### config.mk
export PLATFORM = sky130hd
export DESIGN_NAME = regfile_scoreboard
export DESIGN_NICKNAME = d
export VERILOG_FILES = /design/src/rtl/regfile_scoreboard_pkg.sv /design/src/rtl/regfile_scoreboard_bits.sv /design/src/rtl/regfile_scoreboard.sv
export SDC_FILE = /design/constraint.sdc
export NUM_CORES = 2
export LEC_CHECK = 0
export CORE_MARGIN = 2
export CORE_UTILIZATION = 30
export CTS_CLUSTER_SIZE = 14
export DETAILED_ROUTE_END_ITERATION = 16
export PLACE_DENSITY = 0.5
export SYNTH_ARGS = -nofsm -noshare
export SYNTH_HDL_FRONTEND = slang
export SYNTH_HIERARCHICAL = 1
export SYNTH_SLANG_ARGS = --single-unit
### constraint.sdc
create_clock -name clk -period 33.8 [get_ports clk]
set_input_delay 3.38 -clock clk [delete_from_list [all_inputs] [get_ports clk]]
set_output_delay 3.38 -clock clk [all_outputs]
set_load 0.05 [all_outputs]
### src/rtl/regfile_scoreboard_pkg.sv
// Shared constants and helpers for the scoreboarded decode-stage register file.
package regfile_scoreboard_pkg;
  localparam int REG_ZERO = 0;
  localparam int REG_A5   = 15;
  localparam int REG_A7   = 17;

  localparam logic [31:0] STALL_SAT = 32'hFFFF_FFFF;

  // LSB position of lane 'lane' inside a packed multi-port bus.
  function automatic int unsigned lane_lsb(input int unsigned lane, input int unsigned width);
    return lane * width;
  endfunction
endpackage

### src/rtl/regfile_scoreboard_bits.sv
// Per-register busy flags: flush beats everything, a set beats a same-cycle clear.
module regfile_scoreboard_bits
  import regfile_scoreboard_pkg::*;
#(
  parameter int ADDR_WIDTH = 5,
  parameter int NUM_RD     = 2
) (
  input  logic                         clk,
  input  logic                         reset,
  input  logic                         set_en_i,
  input  logic [ADDR_WIDTH-1:0]        set_addr_i,
  input  logic                         clr_en_i,
  input  logic [ADDR_WIDTH-1:0]        clr_addr_i,
  input  logic                         flush_i,
  input  logic [NUM_RD*ADDR_WIDTH-1:0] look_addr_i,
  output logic [NUM_RD-1:0]            busy_o
);
  localparam int NREG = 2 ** ADDR_WIDTH;

  logic [NREG-1:0] busy_q, busy_d;

  always_comb begin
    busy_d = busy_q;
    if (flush_i) begin
      busy_d = '0;
    end else begin
      if (clr_en_i) busy_d[clr_addr_i] = 1'b0;
      if (set_en_i) busy_d[set_addr_i] = 1'b1;
    end
    busy_d[REG_ZERO] = 1'b0;
  end

  always_ff @(posedge clk or posedge reset) begin
    if (reset) busy_q <= '0;
    else       busy_q <= busy_d;
  end

  for (genvar i = 0; i < NUM_RD; i++) begin : g_look
    assign busy_o[i] = busy_q[look_addr_i[lane_lsb(i, ADDR_WIDTH) +: ADDR_WIDTH]];
  end
endmodule

### src/rtl/regfile_scoreboard.sv
// Decode-stage register file with NUM_RD read ports, writeback bypass and a
// busy scoreboard that stalls issue on read-after-write hazards.
module regfile_scoreboard
  import regfile_scoreboard_pkg::*;
#(
  parameter int                    ADDR_WIDTH = 5,
  parameter int                    DATA_WIDTH = 32,
  parameter int                    NUM_RD     = 2,
  parameter int                    ECALL_REG  = REG_A5,
  parameter logic [DATA_WIDTH-1:0] RESET_VAL  = '0
) (
  input  logic                         clk,
  input  logic                         reset,
  input  logic                         in_valid,
  output logic                         in_ready,
  input  logic [NUM_RD*ADDR_WIDTH-1:0] in_raddr,
  input  logic [ADDR_WIDTH-1:0]        in_rd,
  input  logic                         in_rd_wen,
  input  logic                         in_ecall,
  output logic                         out_valid,
  input  logic                         out_ready,
  output logic [NUM_RD*DATA_WIDTH-1:0] out_rdata,
  input  logic                         wb_valid,
  input  logic                         wb_wen,
  input  logic [ADDR_WIDTH-1:0]        wb_addr,
  input  logic [DATA_WIDTH-1:0]        wb_data,
  input  logic                         flush,
  output logic [31:0]                  stall_cnt
);
  localparam int                    NREG      = 2 ** ADDR_WIDTH;
  localparam logic [ADDR_WIDTH-1:0] ECALL_IDX = ADDR_WIDTH'(ECALL_REG);

  logic [DATA_WIDTH-1:0]        rf_q [NREG];
  logic [NUM_RD*ADDR_WIDTH-1:0] eff;
  logic [NUM_RD-1:0]            busy_hit, hz;
  logic [NUM_RD*DATA_WIDTH-1:0] rdata_d, rdata_q;
  logic                         out_valid_q, out_valid_d;
  logic [31:0]                  stall_cnt_q, stall_cnt_d;
  logic                         accept;

  for (genvar i = 0; i < NUM_RD; i++) begin : g_port
    logic [ADDR_WIDTH-1:0] idx;
    logic                  wb_hit;
    if (i == 1) begin : g_ecall
      assign idx = in_ecall ? ECALL_IDX : in_raddr[lane_lsb(i, ADDR_WIDTH) +: ADDR_WIDTH];
    end else begin : g_plain
      assign idx = in_raddr[lane_lsb(i, ADDR_WIDTH) +: ADDR_WIDTH];
    end
    assign eff[lane_lsb(i, ADDR_WIDTH) +: ADDR_WIDTH] = idx;
    assign wb_hit = wb_valid && (wb_addr == idx);
    // A writeback landing this cycle resolves the hazard; its data is bypassed below.
    assign hz[i]  = busy_hit[i] && !wb_hit;
    assign rdata_d[lane_lsb(i, DATA_WIDTH) +: DATA_WIDTH] =
        (idx == '0)          ? '0      :
        (wb_hit && wb_wen)   ? wb_data : rf_q[idx];
  end

  regfile_scoreboard_bits #(
    .ADDR_WIDTH (ADDR_WIDTH),
    .NUM_RD     (NUM_RD)
  ) u_bits (
    .clk         (clk),
    .reset       (reset),
    .set_en_i    (accept && in_rd_wen && (in_rd != '0)),
    .set_addr_i  (in_rd),
    .clr_en_i    (wb_valid),
    .clr_addr_i  (wb_addr),
    .flush_i     (flush),
    .look_addr_i (eff),
    .busy_o      (busy_hit)
  );

  assign in_ready = (!out_valid_q || out_ready) && !flush && !(|hz);
  assign accept   = in_valid && in_ready;

  always_comb begin
    out_valid_d = out_valid_q;
    if (flush)          out_valid_d = 1'b0;
    else if (accept)    out_valid_d = 1'b1;
    else if (out_ready) out_valid_d = 1'b0;

    stall_cnt_d = stall_cnt_q;
    if (in_valid && !in_ready && (stall_cnt_q != STALL_SAT))
      stall_cnt_d = stall_cnt_q + 32'd1;
  end

  always_ff @(posedge clk or posedge reset) begin
    if (reset) begin
      out_valid_q <= 1'b0;
      rdata_q     <= '0;
      stall_cnt_q <= '0;
    end else begin
      out_valid_q <= out_valid_d;
      stall_cnt_q <= stall_cnt_d;
      if (accept) rdata_q <= rdata_d;
    end
  end

  always_ff @(posedge clk or posedge reset) begin
    if (reset) begin
      for (int r = 0; r < NREG; r++) rf_q[r] <= RESET_VAL;
    end else if (wb_valid && wb_wen && (wb_addr != '0)) begin
      rf_q[wb_addr] <= wb_data;
    end
  end

  assign out_valid = out_valid_q;
  assign out_rdata = rdata_q;
  assign stall_cnt = stall_cnt_q;
endmodule

Word level (Yosys, flattened, before mapping)
Cells that the tools add are included.
{ "classes": {"add_sub_neg": 1, "order_cmp": 10, "eq_ne": 3, "n_mux": 29, "bitwise_logic": 6, "n_reduce_logical": 31} }
{ "op_table": {"columns": ["cell", "count"], "rows": [
  ["bitwise mux 1024 bit", 1],
  ["two-way mux 32 bit", 13],
  ["binary-select mux 32 bit (select 5 bit)", 2],
  ["demux 32 bit (select 5 bit)", 1],
  ["adder 32 x 1 -> 32 bit, second input constant", 1],
  ["bitwise AND 32 bit", 1],
  ["inequality test 32 bit, second input constant", 1],
  ["NOT 32 bit", 1],
  ["OR 32 bit", 1],
  ["< comparator 5 x 6 -> 1 bit, second input constant", 4],
  [">= comparator 6 bit, second input constant", 3],
  ["logical AND 1 bit", 18],
  ["NOT 5 -> 6 bit", 3],
  ["binary-select mux 1 bit (select 5 bit)", 2],
  ["demux 1 bit (select 5 bit)", 2],
  ["equality test 5 bit", 2],
  [">= comparator 5 x 1 -> 1 bit, second input constant", 2],
  ["logical NOT 5 bit", 2],
  ["nonzero test 5 bit", 2],
  ["two-way mux 1 bit", 7],
  ["logical NOT 1 bit", 6],
  ["< comparator 6 x 1 -> 1 bit, second input constant", 1],
  ["two-way mux 5 bit", 1],
  ["nonzero test 3 bit", 1],
  ["other kinds (2)", 2]
]} }
{ "word_totals": {"register_bits": 1152, "input_bits": 61, "out_inout_bits": 98, "word_cells": 116} }

Depth between registers and ports, before layout
{ "logic_depth": {"ltp_word": 13, "mapped_depth": 20, "mapped_depth_nobuf": 12} }

Cells and area by module
The synthesis kept the hierarchy.
{ "by_module_without_submodules": {"columns": ["mod", "n_inst", "cells_per_inst", "area_each_um2", "seq_area_each_um2"], "rows": [
  ["regfile_scoreboard", 1, 5013, 58100.7, 28051.9],
  ["regfile_scoreboard_bits", 1, 230, 1984.4, 775.7]
]} }

Least setup slack after synthesis
OpenSTA, ideal clock, no wires.
{ "synth_path": {"path_kind": "input -> output", "from": "input port in_raddr[5]", "to": "output port in_ready", "arrival_ps": 6033, "required_ps": 30420, "setup_slack_ps": 24387, "cell_stages": 13, "n_path_buf": 6, "path_cell_list": "buf_2 -> buf_2 -> buf_2 -> nor2_2 -> clkbuf_1 -> inv_1 -> buf_2 -> mux4_2 -> nand2b_1 -> o211ai_1 -> nand4_1 -> a21oi_1 -> buf_2"} }
{ "synth_via": {"elab_cells_between_ends": 10, "classes_between": "1 x eq/ne; 3 x mux; 6 x reduce/logical"} }
{ "synth_lines": {"columns": ["item", "line_no", "rtl"], "rows": [
  ["start: declaration", "regfile_scoreboard.sv:16", "input logic [NUM_RD*ADDR_WIDTH-1:0] in_raddr,"],
  ["two-way mux 5 bit", "regfile_scoreboard.sv:45", "assign idx = in_ecall ? ECALL_IDX : in_raddr[lane_lsb(i, ADDR_WIDTH) +: ADDR_WIDTH];"],
  ["via g_port[1].idx[0]", "regfile_scoreboard.sv:42", "logic [ADDR_WIDTH-1:0] idx;"],
  ["binary-select mux 1 bit (select 5 bit)", "regfile_scoreboard_bits.sv:39", "assign busy_o[i] = busy_q[look_addr_i[lane_lsb(i, ADDR_WIDTH) +: ADDR_WIDTH]];"],
  ["two-way mux 1 bit (implied by the code)", "regfile_scoreboard_bits.sv:39", null],
  ["via busy_hit[1]", "regfile_scoreboard.sv:35", "logic [NUM_RD-1:0] busy_hit, hz;"],
  ["logical AND 1 bit", "regfile_scoreboard.sv:52", "assign hz[i] = busy_hit[i] && !wb_hit;"],
  ["OR reduction 2 bit", "regfile_scoreboard.sv:73", "assign in_ready = (!out_valid_q || out_ready) && !flush && !(|hz);"],
  ["logical NOT 1 bit", "regfile_scoreboard.sv:73", null],
  ["logical AND 1 bit", "regfile_scoreboard.sv:73", null],
  ["end: declaration", "regfile_scoreboard.sv:15", "output logic in_ready,"]
]} }
The timed path passes the listed nets, and every way through them passes these cells. The select of a mux whose other input is x is not followed.

Worst setup path in the final report
{ "layout_path": {"from": "input port in_raddr[6]", "to": "output port in_ready"} }
Same word-level chain as after synthesis.

==> flow_metrics.tcl <==
set metrics [dict create \
    regArea_um2 28800 \
    reg2regPathDepth 11 \
    hold_viol 0 \
    place_congestion 0.796 \
    cts_hold_buf 0 \
    cts_root_buf "clkbuf_16" \
    synth_top_area_frac 0.480 \
    synth_area_per_cell_um2 11.5 \
    cts_tree "yes" \
    fp.coreArea_um2 199000 \
    grt_max_degree 162 \
    dp_cells 7648 \
    pin_count 159 \
    ys_warn_count 6 \
    worst_slew_pin_slew_ns 1.29 \
    ir_worst_vdd_mv 0.0493 \
    die_area_um2 204000 \
    synth_area_leader_cell "dfrtp_1" \
    end_kind "primary output" \
    drtIter0Drc 4719 \
    grt_pass1_vias 45200 \
    ant_nets 0 \
    netlist_area_um2 60100 \
    insertion_delay_ns 0.81 \
    period_needed_ns 10.93 \
    path_class "input pin to primary output" \
    wl_um 231000 \
    skew_ns 0.0349 \
    slew_headroom 0.139 \
    port_buffers 158 \
    grt_pass1_wl_um 335000 \
    multi_input_area_um2 29300 \
    fp.dieH_um 452 \
    firstDrtPassIters 8 \
    synth_flop_cell "dfrtp_1" \
    nets 5187 \
    cts_buffers 131 \
    ys_types 68 \
    final_cell_mix "1152 x dfrtp_1, 919 x nand2_1, 716 x mux2_2, 563 x o21ai_0, 320 x mux4_2" \
    cts_sinks 1152 \
    syn_nets 5305 \
    wl_per_cell_um 29.3 \
    postCtsSetupBuffers 0 \
    grt_overflow 0 \
    max_freq_ghz 0.0915 \
    syn_inst 5243 \
    crit_fanout 32 \
    p_per_area_nw_per_um2 57.1 \
    area_growth_pct 14.3 \
    finalNonFillerCells 7892 \
    avgViaCountPerCell 5.73 \
    drv_slew 0 \
    min_path_cells 0 \
    antenna_found_initial 12 \
    post_cts_resized 0 \
    post-route-period-util 0.323 \
    hold_class "flop to flop" \
    r2r_slack_ns 29.80 \
    async_flop_share 1.00 \
    min-delay-start "rf_q[1019]$_DFFE_PP0P_" \
    synth_edf_count 0 \
    critPathArrivalTime_ns 7.55 \
    clk_pin_slew_worst_paths_ns 0.06 \
    drv_cap 0 \
    setup_viol 0 \
    timing.rr.start "u_bits/busy_q[7]$_DFF_PP0_" \
    cts.path.max_buffers 3 \
    hpwl_um 122000 \
    critPathRequiredTime_ns 30.42 \
    drive_gt1_frac 0.276 \
    synth-seq-cells 1152 \
    rows 164 \
    start_util 0.301 \
    fin_tns_setup_ns 0 \
    p_leak_nw 29.2 \
    nFillCells 19700 \
    mostFrequentLayoutCell "dfrtp_1" \
    total_power_mw 3.92 \
    dieWidth_um 452 \
    rsz0062_at_grt "false" \
    yosysSeqAreaShare 0.480 \
    cts_max_level 4 \
    startpoint_type "input pin" \
    synthTopCellsByArea "dfrtp_1 48%, mux2_2 13%, mux4_2 12%, nand2_1 5.8%, o21ai_0 4.7%" \
    outcome "complete, no violations" \
    route.detailed.drc 0 \
    grt_usage 0.224 \
    vias 45200 \
    holdPathEnd "rf_q[1019]$_DFFE_PP0P_" \
    rr_endpoint "u_bits/busy_q[8]$_DFF_PP0_" \
]
-- logic make-up after synthesis --
| kind of cell | after synthesis | synth area share |
|---|---|---|
| DFF | 1152 | 0.480 |
| muxes | 1141 | 0.272 |
| xor gates and xnor gates | 37 | 0.00539 |
| AOI/OAI and AO/OA | 1108 | 0.118 |
| and+or+nand+nor | 1239 | 0.0871 |
| adders and majority gates | 1 | 0.000208 |
| buffers and inverters | 565 | 0.0377 |
-- worst max path at each step --
stage                     start                       end  cells after the start
finish              in_raddr[6]                  in_ready                     10
global route        in_raddr[6]                  in_ready                     10
CTS                 in_raddr[6]                  in_ready                     10
detailed placement  in_raddr[6]                  in_ready                     10
global placement    in_raddr[6]                  in_ready                     10
floorplan                 reset  out_rdata[0]$_DFFE_PP0P_                      1
-- stage by stage --
stage                      util  setup WS (ns)  cell area [um2]  hold WS [ns]
after global routing      0.344          22.68            68600         0.409
after global placement    0.322          22.99            64200         0.379
after CTS                 0.344          22.90            68600         0.398
final                     0.344          22.87            68700         0.392
after detailed placement  0.322          22.92            64200         0.383
after floorplan               -          14.95            60100         0.442
-- layer usage --
| metal | up-vias | routed length (um) | global-route usage |
|---|---|---|---|
| met4 | 6 | 9310 | 0.0843 |
| met5 | - | 35 | 0 |
| met1 | 23800 | 99100 | 0.306 |
| li1 | 19100 | - | - |
| met2 | 1910 | 105000 | 0.350 |
| met3 | 451 | 17600 | 0.0460 |
-- critical path, stage by stage --
cell and delay (ns):
clkdlybuf4s50_1 0.78, nor2_4 0.71, inv_1 0.39, mux4_2 0.38, nand2b_1 0.15, o211ai_1 0.11
nand4_1 0.21, a21oi_2 0.17, buf_4 0.34, clkdlybuf4s50_1 0.88
-- sequential cells by signal, summed over array words and instances (netlist names) --
signal and cells:
u_bits/busy_q 31, stall_cnt 32, rf_q 1024, out_valid 1
out_rdata 64
-- layout make-up --
cell class                 count  area share
inverter                      51     0.00292
clock buffer                 183      0.0544
tap                         2656      0.0484
timing repair buffer         263      0.0363
multi-input combinational   3526       0.427
clock inverter                52      0.0106
sequential                  1152       0.420
antenna                        9    0.000328
-- cells in the mapped netlist (all sizes together), types with 2 or more instances --
| cell type | count |
|---|---|
| dfrtp | 1152 |
| nand2 | 931 |
| mux2 | 716 |
| o21ai | 564 |
| clkbuf | 397 |
| mux4 | 320 |
| nand3 | 137 |
| a22oi | 134 |
| buf | 117 |
| mux2i | 105 |
| a21oi | 101 |
| a221oi | 94 |
| inv | 51 |
| o211ai | 39 |
| nor2 | 38 |
| a211oi | 34 |
| a221o | 31 |
| o22ai | 31 |
| a222oi | 30 |
| o221ai | 30 |
| xor2 | 28 |
| nor3 | 19 |
| nor4 | 17 |
| nand4 | 16 |
| nand3b | 11 |
| nor3b | 11 |
| nor2b | 10 |
| xnor2 | 9 |
| and3 | 7 |
| nand2b | 7 |
| and2 | 6 |
| nand4b | 6 |
| o2111ai | 4 |
| or2 | 4 |
| or3 | 4 |
| or4 | 4 |
| and3b | 3 |
| a22o | 2 |
| a311oi | 2 |
| and4 | 2 |
| nor4b | 2 |
| o31ai | 2 |
| or3b | 2 |
-- where the power goes --
part	leakage, nW	total [mW]	switching, mW	internal [mW]
Combinational	11.6	0.700	0.385	0.315
Sequential	15.4	1.71	0.152	1.56
Clock	2.19	1.51	0.619	0.890
Power figures use the tool's default switching activity.
